<file path="src/rtl/accel_pkg.sv">
`default_nettype none
// ============================================================================
//  Module      : accel_pkg
//  Description : Shared types and constants for the ADXL345 poll sequencer:
//                sequencer state encoding, fault codes, ADXL345 register map
//                and the bring-up configuration values.
//  Ports       : none (package)
//  Revision    : 1.0 - initial release
// ============================================================================
package accel_pkg;

    typedef enum logic [3:0] {
        S_BOOT      = 4'd0,
        S_ID_ISSUE  = 4'd1,
        S_ID_WAIT   = 4'd2,
        S_CFG_ISSUE = 4'd3,
        S_CFG_WAIT  = 4'd4,
        S_IDLE      = 4'd5,
        S_RD_ISSUE  = 4'd6,
        S_RD_WAIT   = 4'd7,
        S_PUBLISH   = 4'd8,
        S_FAULT     = 4'd9
    } accel_seq_state_e;

    typedef enum logic [1:0] {
        FAULT_NONE    = 2'd0,
        FAULT_DEVID   = 2'd1,
        FAULT_TIMEOUT = 2'd2
    } accel_fault_e;

    // ADXL345 register map
    localparam logic [7:0] REG_DEVID       = 8'h00;
    localparam logic [7:0] REG_BW_RATE     = 8'h2C;
    localparam logic [7:0] REG_DATA_FORMAT = 8'h31;
    localparam logic [7:0] REG_POWER_CTL   = 8'h2D;
    localparam logic [7:0] REG_DATAX0      = 8'h32;

    // Bring-up values: 100 Hz output rate, full-resolution +/-16 g, measure mode
    localparam logic [7:0] CFG_BW_RATE     = 8'h0A;
    localparam logic [7:0] CFG_DATA_FORMAT = 8'h0B;
    localparam logic [7:0] CFG_POWER_CTL   = 8'h08;

    localparam logic [2:0] LAST_CFG_STEP   = 3'd2;
    localparam logic [2:0] LAST_DATA_STEP  = 3'd5;

    // {register address, write data} for configuration step 0..2
    function automatic logic [15:0] cfg_step_word(input logic [2:0] step);
        case (step)
            3'd0:    cfg_step_word = {REG_BW_RATE,     CFG_BW_RATE};
            3'd1:    cfg_step_word = {REG_DATA_FORMAT, CFG_DATA_FORMAT};
            default: cfg_step_word = {REG_POWER_CTL,   CFG_POWER_CTL};
        endcase
    endfunction

endpackage
`default_nettype wire

</file>
<file path="src/rtl/i2c_txn_issuer.sv">
`default_nettype none
// ============================================================================
//  Module      : i2c_txn_issuer
//  Description : Runs one i2c_controller transaction per request strobe:
//                latches the request, waits for ready, pulses start for one
//                cycle, then waits for finished or the timeout.
//  Ports       : clk, rst            - clock, async active-high reset
//                i_req               - one-cycle request (only while idle)
//                i_req_reg_addr/r_w/wdata - transaction to run
//                i_i2c_ready/finished/read_data - from i2c_controller
//                o_i2c_start/reg_addr/r_w/write_data - to i2c_controller
//                o_done, o_timeout   - combinational completion strobes
//                o_rdata             - read byte, valid with o_done
//  Revision    : 1.0 - initial release
// ============================================================================
module i2c_txn_issuer #(
    parameter int TIMEOUT_CYCLES = 250000
) (
    input  logic       clk,
    input  logic       rst,
    input  logic       i_req,
    input  logic [7:0] i_req_reg_addr,
    input  logic       i_req_r_w,
    input  logic [7:0] i_req_wdata,
    input  logic       i_i2c_ready,
    input  logic       i_i2c_finished,
    input  logic [7:0] i_i2c_read_data,
    output logic       o_i2c_start,
    output logic [7:0] o_i2c_reg_addr,
    output logic       o_i2c_r_w,
    output logic [7:0] o_i2c_write_data,
    output logic       o_done,
    output logic       o_timeout,
    output logic [7:0] o_rdata
);

    localparam int                 c_CNT_W    = $clog2(TIMEOUT_CYCLES + 1);
    localparam logic [c_CNT_W-1:0] c_CNT_LAST = c_CNT_W'(TIMEOUT_CYCLES - 1);

    localparam logic [1:0] c_ST_IDLE  = 2'd0;
    localparam logic [1:0] c_ST_ISSUE = 2'd1;
    localparam logic [1:0] c_ST_WAIT  = 2'd2;

    logic [1:0]         r_state;
    logic [c_CNT_W-1:0] r_cnt;

    // Completion is combinational so the sequencer advances on the very
    // edge that samples i2c_finished; finished beats a coinciding timeout.
    assign o_done    = (r_state == c_ST_WAIT) && i_i2c_finished;
    assign o_timeout = (r_state == c_ST_WAIT) && !i_i2c_finished && (r_cnt == c_CNT_LAST);
    assign o_rdata   = i_i2c_read_data;

    always_ff @(posedge clk or posedge rst) begin
        if (rst) begin
            r_state          <= c_ST_IDLE;
            r_cnt            <= '0;
            o_i2c_start      <= 1'b0;
            o_i2c_reg_addr   <= 8'h00;
            o_i2c_r_w        <= 1'b1;
            o_i2c_write_data <= 8'h00;
        end else begin
            o_i2c_start <= 1'b0;
            case (r_state)
                c_ST_IDLE: begin
                    // Address/data are held from here until the next request,
                    // which keeps them stable across the whole transaction.
                    if (i_req) begin
                        o_i2c_reg_addr   <= i_req_reg_addr;
                        o_i2c_r_w        <= i_req_r_w;
                        o_i2c_write_data <= i_req_wdata;
                        r_state          <= c_ST_ISSUE;
                    end
                end
                c_ST_ISSUE: begin
                    if (i_i2c_ready) begin
                        o_i2c_start <= 1'b1;
                        r_cnt       <= '0;
                        r_state     <= c_ST_WAIT;
                    end
                end
                c_ST_WAIT: begin
                    if (o_done || o_timeout) begin
                        r_cnt   <= '0;
                        r_state <= c_ST_IDLE;
                    end else begin
                        r_cnt <= r_cnt + 1'b1;
                    end
                end
                default: r_state <= c_ST_IDLE;
            endcase
        end
    end

endmodule
`default_nettype wire

</file>
<file path="src/rtl/accel_poll_sequencer.sv">
`default_nettype none
// ============================================================================
//  Module      : accel_poll_sequencer
//  Description : Brings up the ADXL345 through the i2c_controller (DEVID
//                check, three config writes) and then reads DATAX0..DATAZ1
//                once per sample period, publishing a coherent X/Y/Z triple.
//  Ports       : clk, rst                 - clock, async active-high reset
//                i2c_ready/finished/read_data - from i2c_controller
//                i2c_start/dev_addr/reg_addr/r_w/write_data - to controller
//                accel_x/y/z              - signed samples {DATAn1, DATAn0}
//                sample_valid             - one-cycle new-sample pulse
//                init_done                - configuration complete
//                fault, fault_code        - sticky fault and its cause
//  Revision    : 1.0 - initial release
// ============================================================================
module accel_poll_sequencer
    import accel_pkg::*;
#(
    parameter int         SYS_CLK_SPEED  = 50000000,
    parameter int         SAMPLE_RATE_HZ = 100,
    parameter int         TIMEOUT_CYCLES = 250000,
    parameter logic [6:0] GSENSOR_ADDR   = 7'h1D,
    parameter logic [7:0] EXPECTED_DEVID = 8'hE5
) (
    input  logic               clk,
    input  logic               rst,
    input  logic               i2c_ready,
    input  logic               i2c_finished,
    input  logic [7:0]         i2c_read_data,
    output logic               i2c_start,
    output logic [6:0]         i2c_dev_addr,
    output logic [7:0]         i2c_reg_addr,
    output logic               i2c_r_w,
    output logic [7:0]         i2c_write_data,
    output logic signed [15:0] accel_x,
    output logic signed [15:0] accel_y,
    output logic signed [15:0] accel_z,
    output logic               sample_valid,
    output logic               init_done,
    output logic               fault,
    output logic [1:0]         fault_code
);

    localparam logic [31:0] c_PERIOD_LAST = 32'(SYS_CLK_SPEED / SAMPLE_RATE_HZ - 1);

    accel_seq_state_e r_state;
    logic [2:0]       r_step;
    logic [31:0]      r_per_cnt;
    logic             r_per_pending;
    logic [7:0]       r_buf [0:5];

    logic             w_req;
    logic [7:0]       w_req_reg;
    logic             w_req_r_w;
    logic [7:0]       w_req_wdata;
    logic             w_done;
    logic             w_timeout;
    logic [7:0]       w_rdata;
    logic             w_period_tick;

    assign i2c_dev_addr = GSENSOR_ADDR;

    // The period counter free-runs once configured, including during reads.
    assign w_period_tick = init_done && (r_state != S_FAULT) && (r_per_cnt == c_PERIOD_LAST);

    always_comb begin
        w_req       = 1'b0;
        w_req_reg   = REG_DEVID;
        w_req_r_w   = 1'b1;
        w_req_wdata = 8'h00;
        case (r_state)
            S_ID_ISSUE: w_req = 1'b1;
            S_CFG_ISSUE: begin
                w_req                    = 1'b1;
                w_req_r_w                = 1'b0;
                {w_req_reg, w_req_wdata} = cfg_step_word(r_step);
            end
            S_RD_ISSUE: begin
                w_req     = 1'b1;
                w_req_reg = REG_DATAX0 + {5'b00000, r_step};
            end
            default: ;
        endcase
    end

    i2c_txn_issuer #(
        .TIMEOUT_CYCLES (TIMEOUT_CYCLES)
    ) u_issuer (
        .clk              (clk),
        .rst              (rst),
        .i_req            (w_req),
        .i_req_reg_addr   (w_req_reg),
        .i_req_r_w        (w_req_r_w),
        .i_req_wdata      (w_req_wdata),
        .i_i2c_ready      (i2c_ready),
        .i_i2c_finished   (i2c_finished),
        .i_i2c_read_data  (i2c_read_data),
        .o_i2c_start      (i2c_start),
        .o_i2c_reg_addr   (i2c_reg_addr),
        .o_i2c_r_w        (i2c_r_w),
        .o_i2c_write_data (i2c_write_data),
        .o_done           (w_done),
        .o_timeout        (w_timeout),
        .o_rdata          (w_rdata)
    );

    always_ff @(posedge clk or posedge rst) begin
        if (rst) begin
            r_state       <= S_BOOT;
            r_step        <= 3'd0;
            r_per_cnt     <= 32'd0;
            r_per_pending <= 1'b0;
            for (int i = 0; i < 6; i++) r_buf[i] <= 8'h00;
            accel_x       <= '0;
            accel_y       <= '0;
            accel_z       <= '0;
            sample_valid  <= 1'b0;
            init_done     <= 1'b0;
            fault         <= 1'b0;
            fault_code    <= FAULT_NONE;
        end else begin
            sample_valid <= 1'b0;

            if (init_done && r_state != S_FAULT)
                r_per_cnt <= w_period_tick ? 32'd0 : r_per_cnt + 32'd1;

            // A tick that lands mid-burst is remembered once so the next burst
            // starts as soon as we are back in S_IDLE; further ticks collapse.
            if (w_period_tick && r_state != S_IDLE)
                r_per_pending <= 1'b1;

            case (r_state)
                S_BOOT:     r_state <= S_ID_ISSUE;
                S_ID_ISSUE: r_state <= S_ID_WAIT;
                S_ID_WAIT: begin
                    if (w_done) begin
                        if (w_rdata != EXPECTED_DEVID) begin
                            r_state    <= S_FAULT;
                            fault      <= 1'b1;
                            fault_code <= FAULT_DEVID;
                        end else begin
                            r_step  <= 3'd0;
                            r_state <= S_CFG_ISSUE;
                        end
                    end else if (w_timeout) begin
                        r_state    <= S_FAULT;
                        fault      <= 1'b1;
                        fault_code <= FAULT_TIMEOUT;
                    end
                end
                S_CFG_ISSUE: r_state <= S_CFG_WAIT;
                S_CFG_WAIT: begin
                    if (w_done) begin
                        if (r_step == LAST_CFG_STEP) begin
                            init_done <= 1'b1;
                            r_step    <= 3'd0;
                            r_per_cnt <= 32'd0;
                            r_state   <= S_IDLE;
                        end else begin
                            r_step  <= r_step + 3'd1;
                            r_state <= S_CFG_ISSUE;
                        end
                    end else if (w_timeout) begin
                        r_state    <= S_FAULT;
                        fault      <= 1'b1;
                        fault_code <= FAULT_TIMEOUT;
                    end
                end
                S_IDLE: begin
                    if (w_period_tick || r_per_pending) begin
                        r_per_pending <= 1'b0;
                        r_step        <= 3'd0;
                        r_state       <= S_RD_ISSUE;
                    end
                end
                S_RD_ISSUE: r_state <= S_RD_WAIT;
                S_RD_WAIT: begin
                    if (w_done) begin
                        r_buf[r_step] <= w_rdata;
                        if (r_step == LAST_DATA_STEP) begin
                            r_state <= S_PUBLISH;
                        end else begin
                            r_step  <= r_step + 3'd1;
                            r_state <= S_RD_ISSUE;
                        end
                    end else if (w_timeout) begin
                        r_state    <= S_FAULT;
                        fault      <= 1'b1;
                        fault_code <= FAULT_TIMEOUT;
                    end
                end
                S_PUBLISH: begin
                    // Only place the sample outputs change: X/Y/Z stay coherent.
                    accel_x      <= {r_buf[1], r_buf[0]};
                    accel_y      <= {r_buf[3], r_buf[2]};
                    accel_z      <= {r_buf[5], r_buf[4]};
                    sample_valid <= 1'b1;
                    r_state      <= S_IDLE;
                end
                S_FAULT: fault <= 1'b1;
                default: r_state <= S_BOOT;
            endcase
        end
    end

endmodule
`default_nettype wire

</file>
<file path="config.mk">
export PLATFORM = sky130hd
export DESIGN_NAME = accel_poll_sequencer
export DESIGN_NICKNAME = d
export VERILOG_FILES = /design/src/rtl/accel_pkg.sv /design/src/rtl/i2c_txn_issuer.sv /design/src/rtl/accel_poll_sequencer.sv
export SDC_FILE = /design/constraint.sdc
export NUM_CORES = 1
export LEC_CHECK = 0
export ABC_AREA = 1
export ABC_CLOCK_PERIOD_IN_PS = 12500
export BUFFER_PORTS_ARGS = -buffer_cell sky130_fd_sc_hd__buf_2
export CAP_MARGIN = 10
export CORE_ASPECT_RATIO = 0.6
export CORE_MARGIN = 3
export CORE_UTILIZATION = 40
export CTS_BUF_LIST = sky130_fd_sc_hd__clkbuf_4 sky130_fd_sc_hd__clkbuf_8 sky130_fd_sc_hd__clkbuf_16
export CTS_CLUSTER_DIAMETER = 40
export DETAILED_ROUTE_END_ITERATION = 10
export GPL_ROUTABILITY_DRIVEN = 1
export GPL_TIMING_DRIVEN = 0
export PLACE_DENSITY_LB_ADDON = 0.15
export SYNTH_ARGS = -nofsm -noshare
export SYNTH_HDL_FRONTEND = slang
export SYNTH_SLANG_ARGS = --single-unit
export TNS_END_PERCENT = 30
</file>
<file path="constraint.sdc">
create_clock -name clk -period 12.5 [get_ports clk]
set_input_delay 0 -clock clk [delete_from_list [all_inputs] [get_ports clk]]
set_output_delay 0 -clock clk [all_outputs]
set_load 0.01 [all_outputs]
</file>
# Word-level counts from Yosys, hierarchy flattened
# Cells that the tools add are included.
dict set report word_totals {
  register_bits 179
  latch_bits 0
  mem_bits_rw 0
  romBits 0
  inputBits 12
  wordCells 142
  n_memories 0
}
dict set report op_classes {
  n_addsub 4
  n_mul 0
  n_div 0
  n_lt_le_gt_ge 2
  eq_ne 30
  n_shift 0
  n_mux 53
  bitwise 2
  reduce_logical 28
}
# cell count
set ops {}
lappend ops {{2-to-1 mux 32 bit} 5}
lappend ops {{bitwise mux 48 bit} 1}
lappend ops {{case mux 4 bit (10 select lines)} 1}
lappend ops {{2-to-1 mux 18 bit} 2}
lappend ops {{case mux 18 bit (2 select lines)} 1}
lappend ops {{adder 32 x 1 -> 32 bit (second input constant)} 1}
lappend ops {{equality test 32 x 19 -> 1 bit (second input constant)} 1}
lappend ops {{2-to-1 mux 4 bit} 7}
lappend ops {{case mux 13 bit (2 select lines)} 1}
lappend ops {{demux 8 bit (select 3 bit)} 1}
lappend ops {{2-to-1 mux 3 bit} 8}
lappend ops {{adder 18 x 1 -> 18 bit (second input constant)} 1}
lappend ops {{equality test 18 bit (second input constant)} 1}
lappend ops {{equality test 4 x 3 -> 1 bit (second input constant)} 4}
lappend ops {{2-to-1 mux 8 bit} 2}
lappend ops {{2-to-1 mux 2 bit} 7}
lappend ops {{case mux 7 bit (2 select lines)} 1}
lappend ops {{2-to-1 mux 1 bit} 12}
lappend ops {{inequality test 2 bit (second input constant)} 6}
lappend ops {{case mux 3 bit (4 select lines)} 1}
lappend ops {{AND reduction 3 bit} 4}
lappend ops {{equality test 4 x 2 -> 1 bit (second input constant)} 2}
lappend ops {{equality test 4 bit (second input constant)} 2}
lappend ops {{inequality test 2 x 1 -> 1 bit (second input constant)} 4}
lappend ops {{other kinds (32)} 43}

# Logic depth before layout (Yosys ltp)
# Gate-level depths: netlist of the first run.
dict set report depth {
  word_depth 8
  mapped_depth 11
  depth_no_buf 11
}

# Hierarchy
# From an unflattened synthesis of the first run, not the netlist that was laid out.
dict set report hier_totals {
  cells_unflattened 1043
  area_unflattened_um2 8802.2
}
# module instances cells_per_inst area_per_inst_um2 seq_area_each_um2
set modules_own_cells {}
lappend modules_own_cells {accel_poll_sequencer 1 828 6776.5 3528.4}
lappend modules_own_cells {i2c_txn_issuer 1 215 2025.7 952.2}

# Least setup slack after synthesis of the first run
# No wires, ideal clock.
dict set report synth_path {
  path_type {reg-to-reg}
  from {reg r_step[0]}
  to {reg r_per_cnt[12]}
  t_arrival_ns 1.760
  setup_slack_ns 10.627
  stages_incl_launch_ff 9
  n_path_buf 1
  synth_period_minus_slack_ns 1.873
  path_cell_list {dfrtp_1 inv_1 ha_1 nand2_1 nor3_2 nor2_1 buf_2 nand3_1 inv_2}
}
dict set report synth_via {
  elab_chain_cells 4
}
# item line
set synth_lines {}
lappend synth_lines {{start, declared} accel_poll_sequencer.sv:47} ;# logic [2:0] r_step;
lappend synth_lines {{start signal, assigned} accel_poll_sequencer.sv:160} ;# r_step <= r_step + 3'd1;
lappend synth_lines {{start signal, assigned} accel_poll_sequencer.sv:183} ;# r_step <= r_step + 3'd1;
lappend synth_lines {{equality test 3 x 2 -> 1 bit} accel_poll_sequencer.sv:154} ;# if (r_step == LAST_CFG_STEP) begin
lappend synth_lines {{2-to-1 mux 32 bit} accel_poll_sequencer.sv:154}
lappend synth_lines {{2-to-1 mux 32 bit} accel_poll_sequencer.sv:153} ;# if (w_done) begin
lappend synth_lines {{2-to-1 mux 32 bit} accel_poll_sequencer.sv:132} ;# case (r_state)
lappend synth_lines {{end signal, assigned} accel_poll_sequencer.sv:125} ;# r_per_cnt <= w_period_tick ? 32'd0 : r_per_cnt + 32'd1;
lappend synth_lines {{end, declared} accel_poll_sequencer.sv:48} ;# logic [31:0] r_per_cnt;
# Every way passes these cells.
# A chain may end at the register's enable or synchronous reset.

# Worst setup path after layout of the first run
dict set report layout_path {
  from {reg r_step[0]}
  to {reg r_per_cnt[17]}
}
# The elaborated chain is that of the path after synthesis.

==> results of run 1 <==
report_power, final:
group          switching, mW  total (mW)  leakage, nW  internal [mW]
Sequential           0.00540       0.566         2.37          0.561
Combinational         0.0252      0.0362         2.45         0.0111
Clock                  0.222       0.554        0.299          0.332
Total                  0.253        1.16         5.12          0.904
logic make-up (layout without fill, tap and decap cells):
family	after synthesis	count (layout)	share of synthesized area, %
simple gates	617	617	31.0
flops	172	172	50.9
buf+inv	141	251	7.22
compound gates	106	106	7.52
xor+xnor	17	17	1.76
fa+ha+maj	10	10	1.48
other cells	2	14	0.0888
cell usage after synthesis, types with 2 or more instances:
library cell / n / area, µm²
nand2_2: 6 / 37.5
o22ai_1: 5 / 31.3
xnor2_1: 3 / 26.3
nand3_1: 50 / 250
ha_1: 10 / 125
o21ai_1: 41 / 205
nor3_2: 3 / 30.0
nor3_1: 15 / 75.1
buf_4: 18 / 135
nand4_1: 12 / 75.1
o31ai_1: 7 / 52.6
nand3_2: 2 / 20.0
nor2_1: 133 / 499
nand2_1: 377 / 1420
dfrtp_1: 171 / 4280
clkbuf_1: 7 / 26.3
o21ai_0: 13 / 65.1
xor2_1: 14 / 123
buf_2: 11 / 55.1
or2_1: 2 / 12.5
conb_1: 2 / 7.51
nand3_4: 6 / 105
nor2_2: 3 / 18.8
inv_1: 87 / 327
nor2_4: 2 / 22.5
o21bai_1: 3 / 22.5
o21ai_2: 16 / 140
a31oi_1: 4 / 25.0
inv_2: 17 / 63.8
a21oi_1: 14 / 70.1
registers in the layout, summed over array words and instances, names as in the netlist, 2 cells and up:
name                       count
r_state                        4
u_issuer.r_state               2
r_per_cnt                     32
accel_z                       16
accel_y                       16
u_issuer.o_i2c_write_data      3
fault_code                     2
r_step                         3
u_issuer.r_cnt                18
r_buf                         48
accel_x                       16
u_issuer.o_i2c_reg_addr        6
area by class of cell:
class / count / area (µm²)
inverters: 104 / 398
fillers: 2049 / 10500
clock inverters: 10 / 138
well taps: 273 / 342
plain buffers: 37 / 220
clock buffers: 21 / 474
repair buffers: 79 / 433
flip-flops and latches: 172 / 4310
multi-input cells: 764 / 3580
through the flow:
step	util [%]	cell area [µm²]	total power, mW	worst slack [ps]
after floorplan	-	8500	0.600	7840
after global placement	45.2	9220	0.611	5720
after detailed placement	45.4	9250	0.613	10090
after CTS	48.6	9890	1.17	10100
after global routing	48.6	9890	1.20	9900
final	48.6	9890	1.16	10100
per-layer routing:
| metal | vias up | part of all wire, % | routed length [µm] | global-route usage, % |
|---|---|---|---|---|
| met5 | - | 0 | 0 | 0 |
| met4 | 0 | 0.48 | 104 | 3.66 |
| met3 | 7 | 6.5 | 1400 | 5.27 |
| met2 | 203 | 36 | 7790 | 23.8 |
| met1 | 3339 | 57 | 12200 | 32.9 |
| li1 | 3557 | - | - | - |
worst paths after layout:
check / from / slack, ps / to / cells after the start
worst min register to register: accel_x[11] / 470 / accel_x[11] / 2
min in group asynchronous: rst / 220 / r_per_cnt[7] / 3
worst min-delay path: i2c_read_data[6] / 30 / r_buf[6] / 3
worst max register to register: r_step[0] / 10100 / r_per_cnt[17] / 8
max in group asynchronous: rst / 11450 / u_issuer.r_cnt[11] / 4
worst max-delay path: r_step[0] / 10100 / r_per_cnt[17] / 8
timing repair:
item,4_1_cts,5_1_grt
hold endpoints to repair,100,0
setup buffers,0,0
hold buffers,3,0
critical path, delay by kind of cell, from the launching register on:
kind	cells	cell delay, ps
AO/OA/AOI/OAI	1	130
buffers and inverters	2	600
AND/OR/NAND/NOR	4	650
adder cells (fa/ha/maj)	1	300
flip-flops	1	640
==> summary.txt, run 1 <==
Routing
  – Drt first pass iters: 5
  – WL/cell: around 15 µm
  – Via count: slightly above 7000
  – DR iter-0 viols: between 700 and 800
  – DRT antenna net count: 0
  – Remaining DRCs: 0
  – Vias per cell: 4.87
  – Routed wire length: 21.5 mm

Synth
  – Gate count after technology mapping: 1065
  – Ys Warns: 0
  – EDFF count, synth: 0
  – Ys flop type: dfrtp_1
  – Register area share after synthesis: 50.9%
  – Async set-reset flop share out of synthesis: 100%
  – Synth unique cells: 41
  – Yosys reg bits: 172
  – Cell Area, Synth: between 8000 and 9000 µm²
  – Mapped Avg Cell Area: 7.94 µm²

STA
  – Worst slew margin: 56.7%
  – RSZ-0062 raised after global routing: false
  – Fin crit share: 19.2%
  – Final Hold Slack: between 20 and 30 ps
  – Slew Viols, Final: 0
  – Fmax: 0.417 GHz
  – Worst Tran Pin Value: 650 ps
  – Final Hold Violating Endpoints: 0
  – Tmin final: 2400 ps
  – Setup-failing EPs final: 0
  – Final Skew: 14.5 ps
  – Setup TNS: 0 ps

GRT
  – Initial antenna violation count: 0
  – Tot GR Track Use: between 10% and 20%
  – First-pass GRT wire length: 35.5 mm
  – GRT overflow: 0
  – Number of global-route vias before repair: 6469
  – Largest net degree at the start of global routing: 94

Critical path
  – Slowest CP cell: dfrtp_1
  – Crit. End Element: flip-flop
  – Crit Path Max Fanout: 10
  – Startpoint types: flip-flop
  – Crit Path Class: reg -> reg
  – Cells along the critical path: inv_1, ha_1, nand2_1, nor3_2, nor2_1, buf_2, nand2_1, a21oi_1
  – Req. time, crit path: about 13000 ps
  – Crit path top cell by count: nand2_1
  – Critical path arrival: 2750 ps
  – Largest stage delay, worst path: 640 ps

Placement
  – GPL Wtd Cong: 0.895
  – Port bufs: 75
  – Detailed Place HPWL: 15.8 mm
  – Post-Place Cells: 1426

Pwr
  – Maximum vdd drop: 0.107 mV
  – PD cells: 117 nW/µm²
  – Leakage power: ~5.1 nW

CTS
  – Clk pin slew, worst setup/hold paths: 70 ps
  – TritonCTS Buffers: 17
  – Post_cts resized: 0
  – CTS Sinks: 172
  – Root Driver: clkbuf_16
  – CTS tree: yes
  – Clk_lat worst skew: 430 ps
  – H-tree Lvls: 4
  – Clock Path Buffers: 2

Floorplan
  – Core Footprint: 20400 µm²
  – Die height: 119 µm
  – Core Rows: 40
  – Die W: 194 µm
  – Initial Util: 41.5%
  – I/O Pins: 90
  – Die Footprint: 23000 µm²

Hold path
  – HP Class: in -> reg

Cells and area
  – Commonest cells after routing, fill and taps aside: nand2_1 (377), dfrtp_1 (171), nor2_1 (133)
  – Layout cell share with drive strength beyond 1: 16.4%
  – Area growth syn-to-layout: 17.0%
  – Diodes inserted: 0
  – Commonest non-fill, non-tap cell in the layout: nand2_1
  – Final std cells w/o fill: roughly 1500
  – Final nets: 1197

Status
  – Outcome: complete, no violations

Flow run
  – Max Cap Viol: 0
Power figures use the tool's default switching activity.
==> run 2: changes to the inputs <==
- ABC_CLOCK_PERIOD_IN_PS: 12500 -> 2450
- clock period: 12.5 -> 2.45 ns (I/O delays scaled with it)
==> run 2 against run 1 <==
  * Final area rose by 0.32%
  * Clock skew fell by 4.9 ps
  * Final cell count rose by 0.21%
  * Count of clock-buffer cells in the layout fell by 1
  * Global-route usage fell by 0.16 points
  * Clock power rose to 4.8 times the previous value
  * Fmax rose by 6.0%
  * Largest cell class unchanged
  * Largest power group unchanged
==> summary.txt, run 2 (synthesized netlist as in run 1, its figures left out) <==
STA
  – Fin crit share: 92.4%
  – RSZ-0062 raised after global routing: false
  – Final Hold Slack: roughly 16 ps
  – Setup TNS: 0 ps
  – Fmax: 0.442 GHz
  – Worst slew margin: between 40% and 50%
  – Setup-failing EPs final: 0
  – Tmin final: 2260 ps
  – Worst Tran Pin Value: between 800 and 900 ps
  – Final Skew: between 9 and 10 ps
  – Final Hold Violating Endpoints: 0
  – Slew Viols, Final: 0
  – Setup WS post-layout: about 190 ps

Placement
  – Post-Place Cells: 1429
  – GPL Wtd Cong: 0.901
  – Dpl ws: 34.4 ps
  – Detailed Place HPWL: 16.1 mm
  – Port bufs: 75

Cells and area
  – Final Util: between 40% and 50%
  – Final std cells w/o fill: 1463
  – Area growth syn-to-layout: 17.4%
  – Diodes inserted: 0
  – Most flop-heavy register: r_buf
  – Layout cell share with drive strength beyond 1: 16.7%
  – Largest registers: r_buf x48, r_per_cnt x32, u_issuer.r_cnt x18
  – Fillcell total: 2057
  – Commonest cells after routing, fill and taps aside: nand2_1 (377), dfrtp_1 (170), nor2_1 (133)
  – Final nets: 1200
  – Flip-flop count of the largest register after layout: 48
  – Commonest non-fill, non-tap cell in the layout: nand2_1

Pwr
  – Internal Power: 4.50 mW
  – Leakage power: about 5.1 nW
  – Net Sw Frac: 22.0%
  – PD cells: 581 nW/µm²
  – Sequential power share: 50.1%
  – Gate power share: 3.4%
  – Clock power frac: a little under half
  – Maximum vdd drop: between 0.5 and 0.6 mV
  – Psw: 1.27 mW

Hold path
  – HP Class: in -> reg
  – Hold Path Depth: 3

Floorplan
  – I/O Pins: 90
  – Core Footprint: 20400 µm²
  – Initial Util: 41.5%
  – Die W: 194 µm
  – Core Rows: 40
  – Die Footprint: between 20000 and 25000 µm²
  – Die height: 119 µm

Routing
  – DR iter-0 viols: 580
  – Via count: 7039
  – WL/cell: 14.6 µm
  – Routed wire length: about 21 mm
  – Vias per cell: 4.81
  – Drt first pass iters: 5
  – Remaining DRCs: 0
  – DRT antenna net count: 0

CTS
  – Clk_lat worst skew: 430 ps
  – CTS Sinks: 172
  – TritonCTS Buffers: 17
  – Clock Path Buffers: 2
  – Clk pin slew, worst setup/hold paths: 70 ps
  – H-tree Lvls: 4
  – CTS tree: yes
  – Root Driver: clkbuf_16
  – Setup bufs post-CTS: 0

GRT
  – First-pass GRT wire length: 35.1 mm
  – Initial antenna violation count: 0
  – Tot GR Track Use: 19.3%
  – Largest net degree at the start of global routing: 40
  – GRT overflow: 0
  – Number of global-route vias before repair: 6375

Critical path
  – Crit Path Max Fanout: 9
  – FF-to-FF setup slack: 190 ps
  – Crit Path Class: reg -> reg
  – Startpoint types: flip-flop
  – Crit. End Element: flip-flop
  – Req. time, crit path: 2770 ps
  – R2R cell count: 9
  – Critical path arrival: 2590 ps

Status
  – Outcome: complete, no violations

Flow run
  – Max Cap Viol: 0
run 2: what timing repair did:
item	4_1_cts	5_1_grt
hold buffers	3	0
resized for setup	0	1
endpoints found under the hold margin	46	0
setup endpoints to repair	0	16
run 2: final cells by class:
type / count / area [µm²] / area share [%]
plain buffers: 37 / 220 / 2.22
clock buffers: 20 / 467 / 4.70
clock inverters: 11 / 119 / 1.20
inverters: 104 / 394 / 3.97
multi-input cells: 764 / 3580 / 36.1
flip-flops and latches: 172 / 4310 / 43.4
well taps: 273 / 342 / 3.44
repair buffers: 82 / 493 / 4.97
run 2: path summary, 6_finish.rpt:
path | from | endpoint
max | r_step[0] | r_per_cnt[22]
min | i2c_read_data[6] | r_buf[22]
max reg2reg | r_step[0] | r_per_cnt[22]
min reg2reg | accel_y[1] | accel_y[1]
max in group asynchronous | rst | r_buf[45]
min in group asynchronous | rst | r_per_cnt[5]
run 2: power by group through the flow:
stage	clock, mW	combinational [mW]	sequential (mW)
floorplan	0	0.128	2.94
global placement	0	0.176	2.94
detailed placement	0	0.196	2.94
CTS	2.76	0.199	2.89
global route	2.89	0.224	2.89
finish	2.68	0.195	2.89
run 2: worst max-delay path, cell delays in order (launching register included):
cell and delay, ps:
dfrtp_2 510, inv_1 290, ha_1 220, nand2_1 170
nor3_2 370, inv_2 120, nand2_2 200, inv_2 130
nand2_1 90, nor2_1 40
run 2: stage by stage:
step | total power [mW] | cell area (µm²)
finish | 5.77 | 9920
CTS | 5.85 | 9920
floorplan | 3.06 | 8500
detailed placement | 3.14 | 9310
global placement | 3.12 | 9220
global route | 6.00 | 9920
run 2: per-layer routing:
metal  wire [µm]  track usage (%)  up-vias
met1       12300             33.1     3284
met5           0                0        -
met4         195             4.56        0
met2        7420             22.6      184
met3        1420             5.19       15
li1            -                -     3556
